==> config.mk <==
export PLATFORM = sky130hd
export DESIGN_NAME = bus_cycle_seq_flat
export DESIGN_NICKNAME = d
export VERILOG_FILES = /design/src/rtl/bus_cycle_seq_pkg.sv /design/src/rtl/bus_cycle_seq_if.sv /design/src/rtl/bus_cycle_seq_cyc_mask_next.sv /design/src/rtl/bus_cycle_seq.sv /design/src/flat_wrapper.sv
export SDC_FILE = /design/constraint.sdc
export NUM_CORES = 1
export LEC_CHECK = 0
export CAP_MARGIN = 20
export CORE_MARGIN = 5
export CORE_UTILIZATION = 45
export CTS_CLUSTER_SIZE = 40
export DETAILED_ROUTE_END_ITERATION = 10
export PLACE_DENSITY = 0.87
export SETUP_SLACK_MARGIN = 0.02
export SLEW_MARGIN = 5
export SYNTH_ARGS = -nofsm -noshare
export SYNTH_HDL_FRONTEND = slang
export SYNTH_HIERARCHICAL = 1
export SYNTH_SLANG_ARGS = --single-unit
==> constraint.sdc <==
create_clock -name clk -period 5.57 [get_ports clk]
set_input_delay 1.114 -clock clk [delete_from_list [all_inputs] [get_ports clk]]
set_output_delay 1.114 -clock clk [all_outputs]
set_load 0.01 [all_outputs]
==> src/rtl/bus_cycle_seq_pkg.sv <==
// Shared field positions, enable-bit indices and T-state encodings for the 8085-style machine-cycle sequencer.
package bus_cycle_seq_pkg;

  localparam int INSTSIZE = 17;
  localparam int IENBSIZE = 6;
  localparam int MCYCBITS = 3;
  localparam int NMCYC    = 4;

  localparam int IENB_RRD = 0;
  localparam int IENB_RWR = 1;
  localparam int IENB_COD = 2;
  localparam int IENB_DAT = 3;
  localparam int IENB_PC_ = 4;
  localparam int IENB_PD_ = 5;

  localparam int INST_GO6 = 0;
  localparam int INST_DAD = 1;
  localparam int INST_HLT = 2;
  localparam int INST_DIO = 3;
  localparam int INST_CYL = 4;
  localparam int INST_CYH = 7;
  localparam int INST_RWL = 8;
  localparam int INST_RWH = 11;
  localparam int INST_CDL = 12;
  localparam int INST_CDH = 15;
  localparam int INST_CCC = 16;

  typedef enum logic [2:0] {
    ST_T1, ST_T2, ST_TW, ST_T3, ST_T4, ST_T5, ST_T6, ST_HALT
  } tstate_t;

endpackage

==> src/rtl/bus_cycle_seq_if.sv <==
// Decoded-instruction input, bus ready, and the strobe/enable outputs of the cycle sequencer.
interface bus_cycle_seq_if
  import bus_cycle_seq_pkg::*;
#(
  parameter int INSTSIZE = bus_cycle_seq_pkg::INSTSIZE,
  parameter int IENBSIZE = bus_cycle_seq_pkg::IENBSIZE,
  parameter int MCYCBITS = bus_cycle_seq_pkg::MCYCBITS
);
  logic [INSTSIZE-1:0] chk_i;
  logic                ready;
  logic [IENBSIZE-1:0] ienb;
  logic                ale;
  logic                rd_;
  logic                wr_;
  logic                iom;
  logic                hlta;
  logic [MCYCBITS-1:0] mcyc;

  modport master (
    input  chk_i, ready,
    output ienb, ale, rd_, wr_, iom, hlta, mcyc
  );

  modport slave (
    output chk_i, ready,
    input  ienb, ale, rd_, wr_, iom, hlta, mcyc
  );
endinterface

==> src/rtl/bus_cycle_seq_cyc_mask_next.sv <==
// Combinational picker: index of the lowest set bit in the remaining-cycle mask, and a none-left flag.
module bus_cycle_seq_cyc_mask_next
  import bus_cycle_seq_pkg::*;
(
  input  logic [NMCYC-1:0] mask,
  output logic [1:0]       idx,
  output logic             none
);
  always_comb begin
    idx  = 2'd0;
    none = 1'b1;
    // Scan downward so the lowest set bit is the one that sticks.
    for (int i = NMCYC - 1; i >= 0; i--) begin
      if (mask[i]) begin
        idx  = 2'(i);
        none = 1'b0;
      end
    end
  end
endmodule

==> src/rtl/bus_cycle_seq.sv <==
// Machine-cycle / T-state sequencer: M1 fetch plus masked M2..M5, driving bus strobes and datapath enables.
// Outputs are a Moore decode of registered state; ready stretches T2 via TW wait states.
module bus_cycle_seq
  import bus_cycle_seq_pkg::*;
#(
  parameter int INSTSIZE = bus_cycle_seq_pkg::INSTSIZE,
  parameter int IENBSIZE = bus_cycle_seq_pkg::IENBSIZE,
  parameter int MCYCBITS = bus_cycle_seq_pkg::MCYCBITS
)(
  input  logic             clk,
  input  logic             rst,
  bus_cycle_seq_if.master  bus
);

  tstate_t             state, state_nxt;
  logic [MCYCBITS-1:0] mcyc_q;
  logic [NMCYC-1:0]    rem_q, wr_q, dp_q;
  logic                dio_q, hlt_q, go6_q, ccc_q;

  logic [INSTSIZE-1:0] chk;
  logic [NMCYC-1:0]    mask_src;
  logic [1:0]          nxt_idx, cur;
  logic                none_left, hlt_sel, end_cyc, is_m1, last;

  logic [IENBSIZE-1:0] ienb;
  logic                ale, rd_, wr_, iom, hlta;
  logic                unused_bits;

  assign chk = bus.chk_i;
  assign unused_bits = ^{chk[INST_DAD], go6_q, ccc_q};

  // In T4 the info word is live on chk_i; afterwards only the latched copy is valid.
  assign mask_src = (state == ST_T4) ? chk[INST_CYH:INST_CYL] : rem_q;
  assign hlt_sel  = (state == ST_T4) ? chk[INST_HLT] : hlt_q;

  bus_cycle_seq_cyc_mask_next u_next (
    .mask (mask_src),
    .idx  (nxt_idx),
    .none (none_left)
  );

  assign is_m1 = (mcyc_q == '0);
  assign cur   = mcyc_q[1:0] - 2'd1;
  assign last  = (rem_q == '0);

  always_comb begin
    state_nxt = state;
    end_cyc   = 1'b0;
    case (state)
      ST_T1:        state_nxt = ST_T2;
      ST_T2, ST_TW: state_nxt = bus.ready ? ST_T3 : ST_TW;
      ST_T3: begin
        if (is_m1) state_nxt = ST_T4;
        else       end_cyc   = 1'b1;
      end
      ST_T4: begin
        if (chk[INST_GO6]) state_nxt = ST_T5;
        else               end_cyc   = 1'b1;
      end
      ST_T5:   state_nxt = ST_T6;
      ST_T6:   end_cyc   = 1'b1;
      ST_HALT: state_nxt = ST_HALT;
      default: state_nxt = ST_T1;
    endcase
    if (end_cyc) begin
      if (none_left && hlt_sel) state_nxt = ST_HALT;
      else                      state_nxt = ST_T1;
    end
  end

  always_ff @(posedge clk) begin
    if (rst) begin
      state  <= ST_T1;
      mcyc_q <= '0;
      rem_q  <= '0;
      wr_q   <= '0;
      dp_q   <= '0;
      dio_q  <= 1'b0;
      hlt_q  <= 1'b0;
      go6_q  <= 1'b0;
      ccc_q  <= 1'b0;
    end else begin
      state <= state_nxt;
      if (state == ST_T4) begin
        rem_q <= chk[INST_CYH:INST_CYL];
        wr_q  <= chk[INST_RWH:INST_RWL];
        dp_q  <= chk[INST_CDH:INST_CDL];
        dio_q <= chk[INST_DIO];
        hlt_q <= chk[INST_HLT];
        go6_q <= chk[INST_GO6];
        ccc_q <= chk[INST_CCC];
      end
      if (end_cyc) begin
        if (none_left) begin
          mcyc_q <= '0;
        end else begin
          rem_q  <= mask_src & ~(NMCYC'(1) << nxt_idx);
          mcyc_q <= MCYCBITS'(nxt_idx) + MCYCBITS'(1);
        end
      end
    end
  end

  always_comb begin
    ienb = '0;
    ale  = 1'b0;
    rd_  = 1'b1;
    wr_  = 1'b1;
    iom  = 1'b0;
    hlta = 1'b0;
    if (!rst) begin
      if (state == ST_HALT) begin
        hlta = 1'b1;
      end else if (is_m1) begin
        case (state)
          ST_T1:        ale = 1'b1;
          ST_T2, ST_TW: rd_ = 1'b0;
          ST_T3: begin
            rd_            = 1'b0;
            ienb[IENB_COD] = 1'b1;
            ienb[IENB_PC_] = 1'b1;
          end
          ST_T4: begin
            ienb[IENB_RRD] = (chk[INST_CYH:INST_CYL] == '0) && !chk[INST_GO6];
            ienb[IENB_RWR] = (chk[INST_CYH:INST_CYL] == '0) && !chk[INST_GO6];
          end
          ST_T6: begin
            ienb[IENB_RRD] = (rem_q == '0);
            ienb[IENB_RWR] = (rem_q == '0);
          end
          default: ;
        endcase
      end else begin
        iom = dio_q && last;
        case (state)
          ST_T1: begin
            ale            = 1'b1;
            ienb[IENB_PD_] = dp_q[cur];
          end
          ST_T2, ST_TW, ST_T3: begin
            if (wr_q[cur]) begin
              wr_            = 1'b0;
              ienb[IENB_RRD] = 1'b1;
            end else begin
              rd_ = 1'b0;
              if (state == ST_T3) begin
                ienb[IENB_DAT] = 1'b1;
                ienb[IENB_PC_] = !dp_q[cur];
                ienb[IENB_RWR] = last;
              end
            end
          end
          default: ;
        endcase
      end
    end
  end

  assign bus.ienb = ienb;
  assign bus.ale  = ale;
  assign bus.rd_  = rd_;
  assign bus.wr_  = wr_;
  assign bus.iom  = iom;
  assign bus.hlta = hlta;
  assign bus.mcyc = rst ? '0 : mcyc_q;

endmodule

==> src/flat_wrapper.sv <==
// flat-port wrapper written by rule: the top's interface ports become plain ports
module bus_cycle_seq_flat import bus_cycle_seq_pkg::*;
#(
  parameter int INSTSIZE = bus_cycle_seq_pkg::INSTSIZE,
  parameter int IENBSIZE = bus_cycle_seq_pkg::IENBSIZE,
  parameter int MCYCBITS = bus_cycle_seq_pkg::MCYCBITS
)
  (clk, rst, bus_chk_i, bus_ready, bus_ienb, bus_ale, bus_rd_, bus_wr_, bus_iom, bus_hlta, bus_mcyc);
  bus_cycle_seq_if #(.INSTSIZE(INSTSIZE), .IENBSIZE(IENBSIZE), .MCYCBITS(MCYCBITS)) bus_i ();
  input  logic clk;
  input  logic rst;
  input wire logic [$bits(bus_i.chk_i)-1:0] bus_chk_i;
  input wire logic [$bits(bus_i.ready)-1:0] bus_ready;
  output wire logic [$bits(bus_i.ienb)-1:0] bus_ienb;
  output wire logic [$bits(bus_i.ale)-1:0] bus_ale;
  output wire logic [$bits(bus_i.rd_)-1:0] bus_rd_;
  output wire logic [$bits(bus_i.wr_)-1:0] bus_wr_;
  output wire logic [$bits(bus_i.iom)-1:0] bus_iom;
  output wire logic [$bits(bus_i.hlta)-1:0] bus_hlta;
  output wire logic [$bits(bus_i.mcyc)-1:0] bus_mcyc;
  assign bus_i.chk_i = bus_chk_i;
  assign bus_i.ready = bus_ready;
  assign bus_ienb = bus_i.ienb;
  assign bus_ale = bus_i.ale;
  assign bus_rd_ = bus_i.rd_;
  assign bus_wr_ = bus_i.wr_;
  assign bus_iom = bus_i.iom;
  assign bus_hlta = bus_i.hlta;
  assign bus_mcyc = bus_i.mcyc;
  bus_cycle_seq #(.INSTSIZE(INSTSIZE), .IENBSIZE(IENBSIZE), .MCYCBITS(MCYCBITS)) u_core (.clk(clk), .rst(rst), .bus(bus_i));
endmodule
==> out/qor.yml, run 1 <==
detailed_routing:
  drc: 0
  vias_per_cell: 5.498
  drtPass1Iterations: 4
  vias: 1127
  wl_per_cell_um: 13.54
  first_iter_violations: 16
  routed_wl_mm: 2.775
  antenna_left: 0
power_and_ir_drop:
  power_mw: 0.3071
  p_leak_nw: 0.5768
  ir_worst_vdd_v: 0.0001683
  power_density_mw_per_mm2: 196.7
yosys:
  syn_area_sq_mm: 0.001210
  synth_cells: 146
  synthesis.nets: 171
  yosysWarnings: 6
  syn_area_per_cell_sq_um: 8.287
  synth-seq-cells: 20
  synth-edff-count: 0
  ys.flop_type: "dfxtp_1"
  async_reset_ff_share_pct: 0
  synthDistinctLibCells: 33
  synth-seq-area-share_pct: 33.09
clocking:
  postCtsSetupBuffers: 0
  clock_path_buffers: 2
  numClockSinks: 20
  cts-buffers-inserted: 3
  root_buffer: "clkbuf_4"
  cts_tree: "done"
  htree_levels: 1
  clk_pin_slew_ns: 0.11
  insertion_delay_ns: 0.29
  post_cts_resized: 0
  hold_buffers: 0
die:
  start_util_pct: 47.97
  io_pins: 34
  die_width_um: 61.85
  die_area_sq_mm: 0.003825
  core-area_sq_mm: 0.002522
  die_y_um: 61.85
  row_count: 18
hold_path:
  hold_path_class: "reg -> reg"
layout:
  layout.nets: 201
  final_common_cell: "clkdlybuf4s50_1"
  fin_cells: 205
  layout-drive-gt1-share_pct: 8.000
  final_cell_mix: "clkdlybuf4s50_1 (31), nand2_1 (22), a21oi_1 (20), dfxtp_1 (20), nor2_1 (13)"
  syn_to_final_growth_pct: 29.06
  antenna_cells: 0
  fillers: 218
  final_area_sq_mm: 0.001562
  finish.utilization_pct: 61.90
grt:
  grt_pass1_vias: 1024
  antenna_found_initial: 0
  gr-total-overflow: 0
  grt_max_degree: 18
  grt_util_all_layers_pct: 15.22
  grt_pass1_wl_mm: 4.347
placement:
  dpl_cell_area_sq_mm: 0.001525
  numPortBuffers: 31
  globalplace.congestion: 0.8288
  dp.final_hpwl_mm: 2.165
  dp_cells: 201
timing:
  finalSetupTns_ns: 0
  final-max-slew-violation-count: 0
  timing.final.crit_share_pct: 76.15
  tightest_slew_ns: 0.6393
  finalHoldViolCount: 0
  setup_violations: 0
  fin_crit_ns: 4.241
  rsz0062_at_grt: "no"
  finClkSkew_ns: 0.003001
  relSlewSlack_pct: 56.99
  maxClockFrequency_ghz: 0.2358
run_status:
  outcome: "completed"
worst_setup_path:
  arrival_ns: 3.13
  critPathBufInv: 3
  worstPathRequired_ns: 4.46
  crit_top_cell: "clkdlybuf4s50_1"
  cpMaxStageDelayCell: "clkdlybuf4s50_1"
  crit_path_start_kind: "primary input"
  cp_max_fo: 17
  crit_type: "in -> out"
  cp_slowest_stage_delay_ns: 0.67
  endpoint_kind: "output port"
  cp_top_family: "buffers and inverters"
  path_cells: "clkdlybuf4s50_1, buf_4, nor4_1, clkdlybuf4s50_1"
job:
  cap_violations: 0
==> metrics by stage <==
step	hold slack [ns]	worst slack, ns
final	0.4633	1.329
after global routing	0.4782	1.235
after CTS	0.4593	1.367
after detailed placement	0.4432	1.400
after global placement	0.4385	1.412
after floorplan	0.4315	2.661
==> kinds of logic (layout without fill, tap and decap cells) <==
family | Yosys count | in the layout | synth area share [%]
flops | 20 | 20 | 33.09
mux | 10 | 10 | 11.17
simple gates | 70 | 70 | 30.82
fa+ha+maj | 6 | 6 | 5.998
compound gates | 26 | 26 | 13.44
buf+inv | 14 | 43 | 5.481
==> synth_stat cells, types with 2 or more instances <==
master,n,share of area [%]
nand2_1,22,6.8
a21oi_1,20,8.3
dfxtp_1,20,33
nor2_1,13,4.0
inv_1,7,2.2
nor2b_1,7,3.6
nor3_1,7,2.9
nand2b_1,6,3.1
ha_1,5,5.2
mux2_2,4,3.7
nand3_1,4,1.7
nor4_1,4,2.1
clkbuf_1,3,0.93
mux2i_1,3,2.5
and3_1,2,1.0
buf_2,2,0.83
==> where the power goes <==
part / leakage, nW / internal (mW) / switching [mW]
Combinational: 0.394 / 0.0349 / 0.0310
Clock: 0.0210 / 0.0398 / 0.0429
Sequential: 0.162 / 0.148 / 0.0103
Total: 0.577 / 0.223 / 0.0842
==> layout make-up <==
type                            instances  area [sq um]  share of cell area, %
Clock buffer                            4         36.28                  2.324
Sequential cell                        20         400.4                  25.64
Tap cell                               30         37.54                  2.404
Multi-Input combinational cell        112         743.2                  47.60
Timing Repair Buffer                   32         317.8                  20.35
Inverter                                7         26.28                  1.683
==> worst reg2reg max path, stage by stage (launching register included) <==
cell	delay, ns
dfxtp_1	0.52
nor3b_4	0.63
mux2_2	0.45
nand2b_1	0.15
a21oi_1	0.30
inv_1	0.12
ha_1	0.30
nor2b_1	0.13
mux2i_1	0.15
nor2_1	0.05
==> registers in the layout, indices dropped and copies added, names as in the netlist <==
signal and cells:
u_core/dio_q 1, u_core/state 3, u_core/rem_q 4, u_core/wr_q 4, u_core/dp_q 4, u_core/mcyc_q 3, u_core/hlt_q 1
==> layer usage <==
layer,vias up,GRT usage [%],routed length (um),part of all wire [%]
met4,0,4.242,0,0
li1,566,-,-,-
met5,-,0,0,0
met1,530,18.03,1154,42
met3,0,2.893,163,5.9
met2,31,27.80,1457,53
==> path summary, 6_finish.rpt <==
check	cells past startpoint	slack [ns]	start	endpoint
max	4	1.33	rst	bus_ienb[3]
min	2	0.46	u_core/dp_q[1]$_SDFFE_PP0N_	u_core/dp_q[1]$_SDFFE_PP0N_
max reg2reg	9	2.69	u_core/state[2]$_SDFFE_PP0P_	u_core/mcyc_q[1]$_SDFFE_PP0P_
min reg2reg	2	0.46	u_core/dp_q[1]$_SDFFE_PP0N_	u_core/dp_q[1]$_SDFFE_PP0N_
Note: power is estimated with default switching activity, not from simulation.
==> inputs of run 2 (changes only) <==
Clock period 5.57 ns to 4.2 ns, I/O delays scaled along.
==> run 2 against run 1 <==
  * Sequential power grew 32%
  * Final cell count grew 0.49%
  * First-iteration DRC count grew to 3.1 times the previous value
  * Critical path type unchanged
  * Largest power group unchanged
==> out/qor.yml, run 2 (synthesis gave the netlist of run 1 again) <==
grt:
  antenna_found_initial: 0
  grt_util_all_layers_pct: 16.99
  grt_pass1_wl_mm: 4.823
  gr-total-overflow: 0
  grt_pass1_vias: 1184
  grt_max_degree: 15
layout:
  final_common_cell: "clkdlybuf4s50_1"
  reg_top3: "u_core/dp_q x4, u_core/rem_q x4, u_core/wr_q x4"
  layout-drive-gt1-share_pct: 8.523
  antenna_cells: 0
  layout.nets: 202
  final_cell_mix: "clkdlybuf4s50_1 (31), nand2_1 (22), a21oi_1 (20), dfxtp_1 (20), nor2_1 (13)"
  syn_to_final_growth_pct: 29.68
detailed_routing:
  antenna_left: 0
  drc: 0
  drtPass1Iterations: 4
  wl_per_cell_um: 14.58
  vias: 1171
  first_iter_violations: 49
  vias_per_cell: 5.684
  routed_wl_mm: 3.004
clocking:
  post_cts_resized: 0
  cts_tree: "done"
  htree_levels: 1
  clk_pin_slew_ns: 0.11
  postCtsSetupBuffers: 0
  numClockSinks: 20
  hold_buffers: 0
  clock_path_buffers: 2
  insertion_delay_ns: 0.30
  root_buffer: "clkbuf_4"
  cts-buffers-inserted: 3
power_and_ir_drop:
  ir_worst_vdd_v: 0.0001926
  p_leak_nw: 0.5816
  power_density_mw_per_mm2: 261.6
timing:
  tightest_slew_ns: 0.6744
  relSlewSlack_pct: 54.99
  finalHoldViolCount: 0
  finalWorstSetupSlack_ns: 0.5626
  timing.final.crit_share_pct: 86.61
  finalSetupTns_ns: 0
  maxClockFrequency_ghz: 0.2749
  rsz0062_at_grt: "no"
  fin_crit_ns: 3.637
  setup_violations: 0
  final-max-slew-violation-count: 0
  finClkSkew_ns: 0.004248
hold_path:
  hold_path_class: "reg -> reg"
  min_from: "u_core/dp_q[3]$_SDFFE_PP0N_"
worst_setup_path:
  endpoint_kind: "output port"
  cp_max_fo: 14
  crit_path_start: "rst"
  crit_path_start_kind: "primary input"
  arrival_ns: 2.80
  worstPathRequired_ns: 3.36
  crit_type: "in -> out"
  r2r-start: "u_core/state[2]$_SDFFE_PP0P_"
placement:
  numPortBuffers: 31
  globalplace.congestion: 0.8135
  dp.final_hpwl_mm: 2.318
  pre_cts_ws_ns: 0.5681
run_status:
  outcome: "completed"
die:
  core-area_sq_mm: 0.002522
  die_width_um: 61.85
  start_util_pct: 47.97
  die_y_um: 61.85
  row_count: 18
  io_pins: 34
  die_area_sq_mm: 0.003825
job:
  cap_violations: 0
## run 2: cell types whose count changed in the layout (fill, tap and decap cells not counted), sizes merged
cell / before / now
buf: 1 / 2
## run 2: layout make-up
cell class / instances / area (sq um)
clock buffers: 4 / 36.28
repair buffers: 33 / 325.3
inverters: 7 / 26.28
fillers: 205 / 953.4
well taps: 30 / 37.54
multi-input cells: 112 / 743.2
flip-flops and latches: 20 / 400.4
## run 2: critical path: stages
cell             delay [ns]
clkdlybuf4s50_1        0.66
buf_4                  0.30
nor4_1                 0.37
clkdlybuf4s50_1        0.62
## run 2: power breakdown
group | switching, mW | internal, mW
Combinational | 0.0423 | 0.0468
Clock | 0.0583 | 0.0528
Sequential | 0.0136 | 0.196
## run 2: per-layer routing
| layer | up-vias | wire length, um | global-route usage [%] |
|---|---|---|---|
| met1 | 543 | 1130 | 19.85 |
| met3 | 8 | 230 | 2.686 |
| met4 | 0 | 63 | 8.182 |
| li1 | 568 | - | - |
| met2 | 52 | 1579 | 30.04 |
| met5 | - | 0 | 0 |
## run 2: final timing paths
check	slack, ns	cells past startpoint	to
max	0.56	4	bus_ienb[3]
min	0.46	2	u_core/dp_q[3]$_SDFFE_PP0N_
max reg2reg	1.29	9	u_core/mcyc_q[1]$_SDFFE_PP0P_
min reg2reg	0.46	2	u_core/dp_q[3]$_SDFFE_PP0N_
## run 2: metrics by stage
stage / utilization [%] / total power, mW / instances / area, sq um / hold slack [ns]
3_5_place_dp: 60.76 / 0.3023 / 202 / 1533 / 0.4502
2_1_floorplan: - / 0.2680 / 146 / 1210 / 0.4315
6_report: 62.20 / 0.4104 / 206 / 1569 / 0.4626
3_3_place_gp: 60.76 / 0.2993 / 202 / 1533 / 0.4400
5_1_grt: 62.20 / 0.4330 / 206 / 1569 / 0.4912
4_1_cts: 62.20 / 0.4127 / 206 / 1569 / 0.4662
==> inputs of run 3 (changes only) <==
Settings changed: SLEW_MARGIN 5 to unset.
==> results of run 3 <==
Final layout, timing and power as in run 2 (identical DEF).
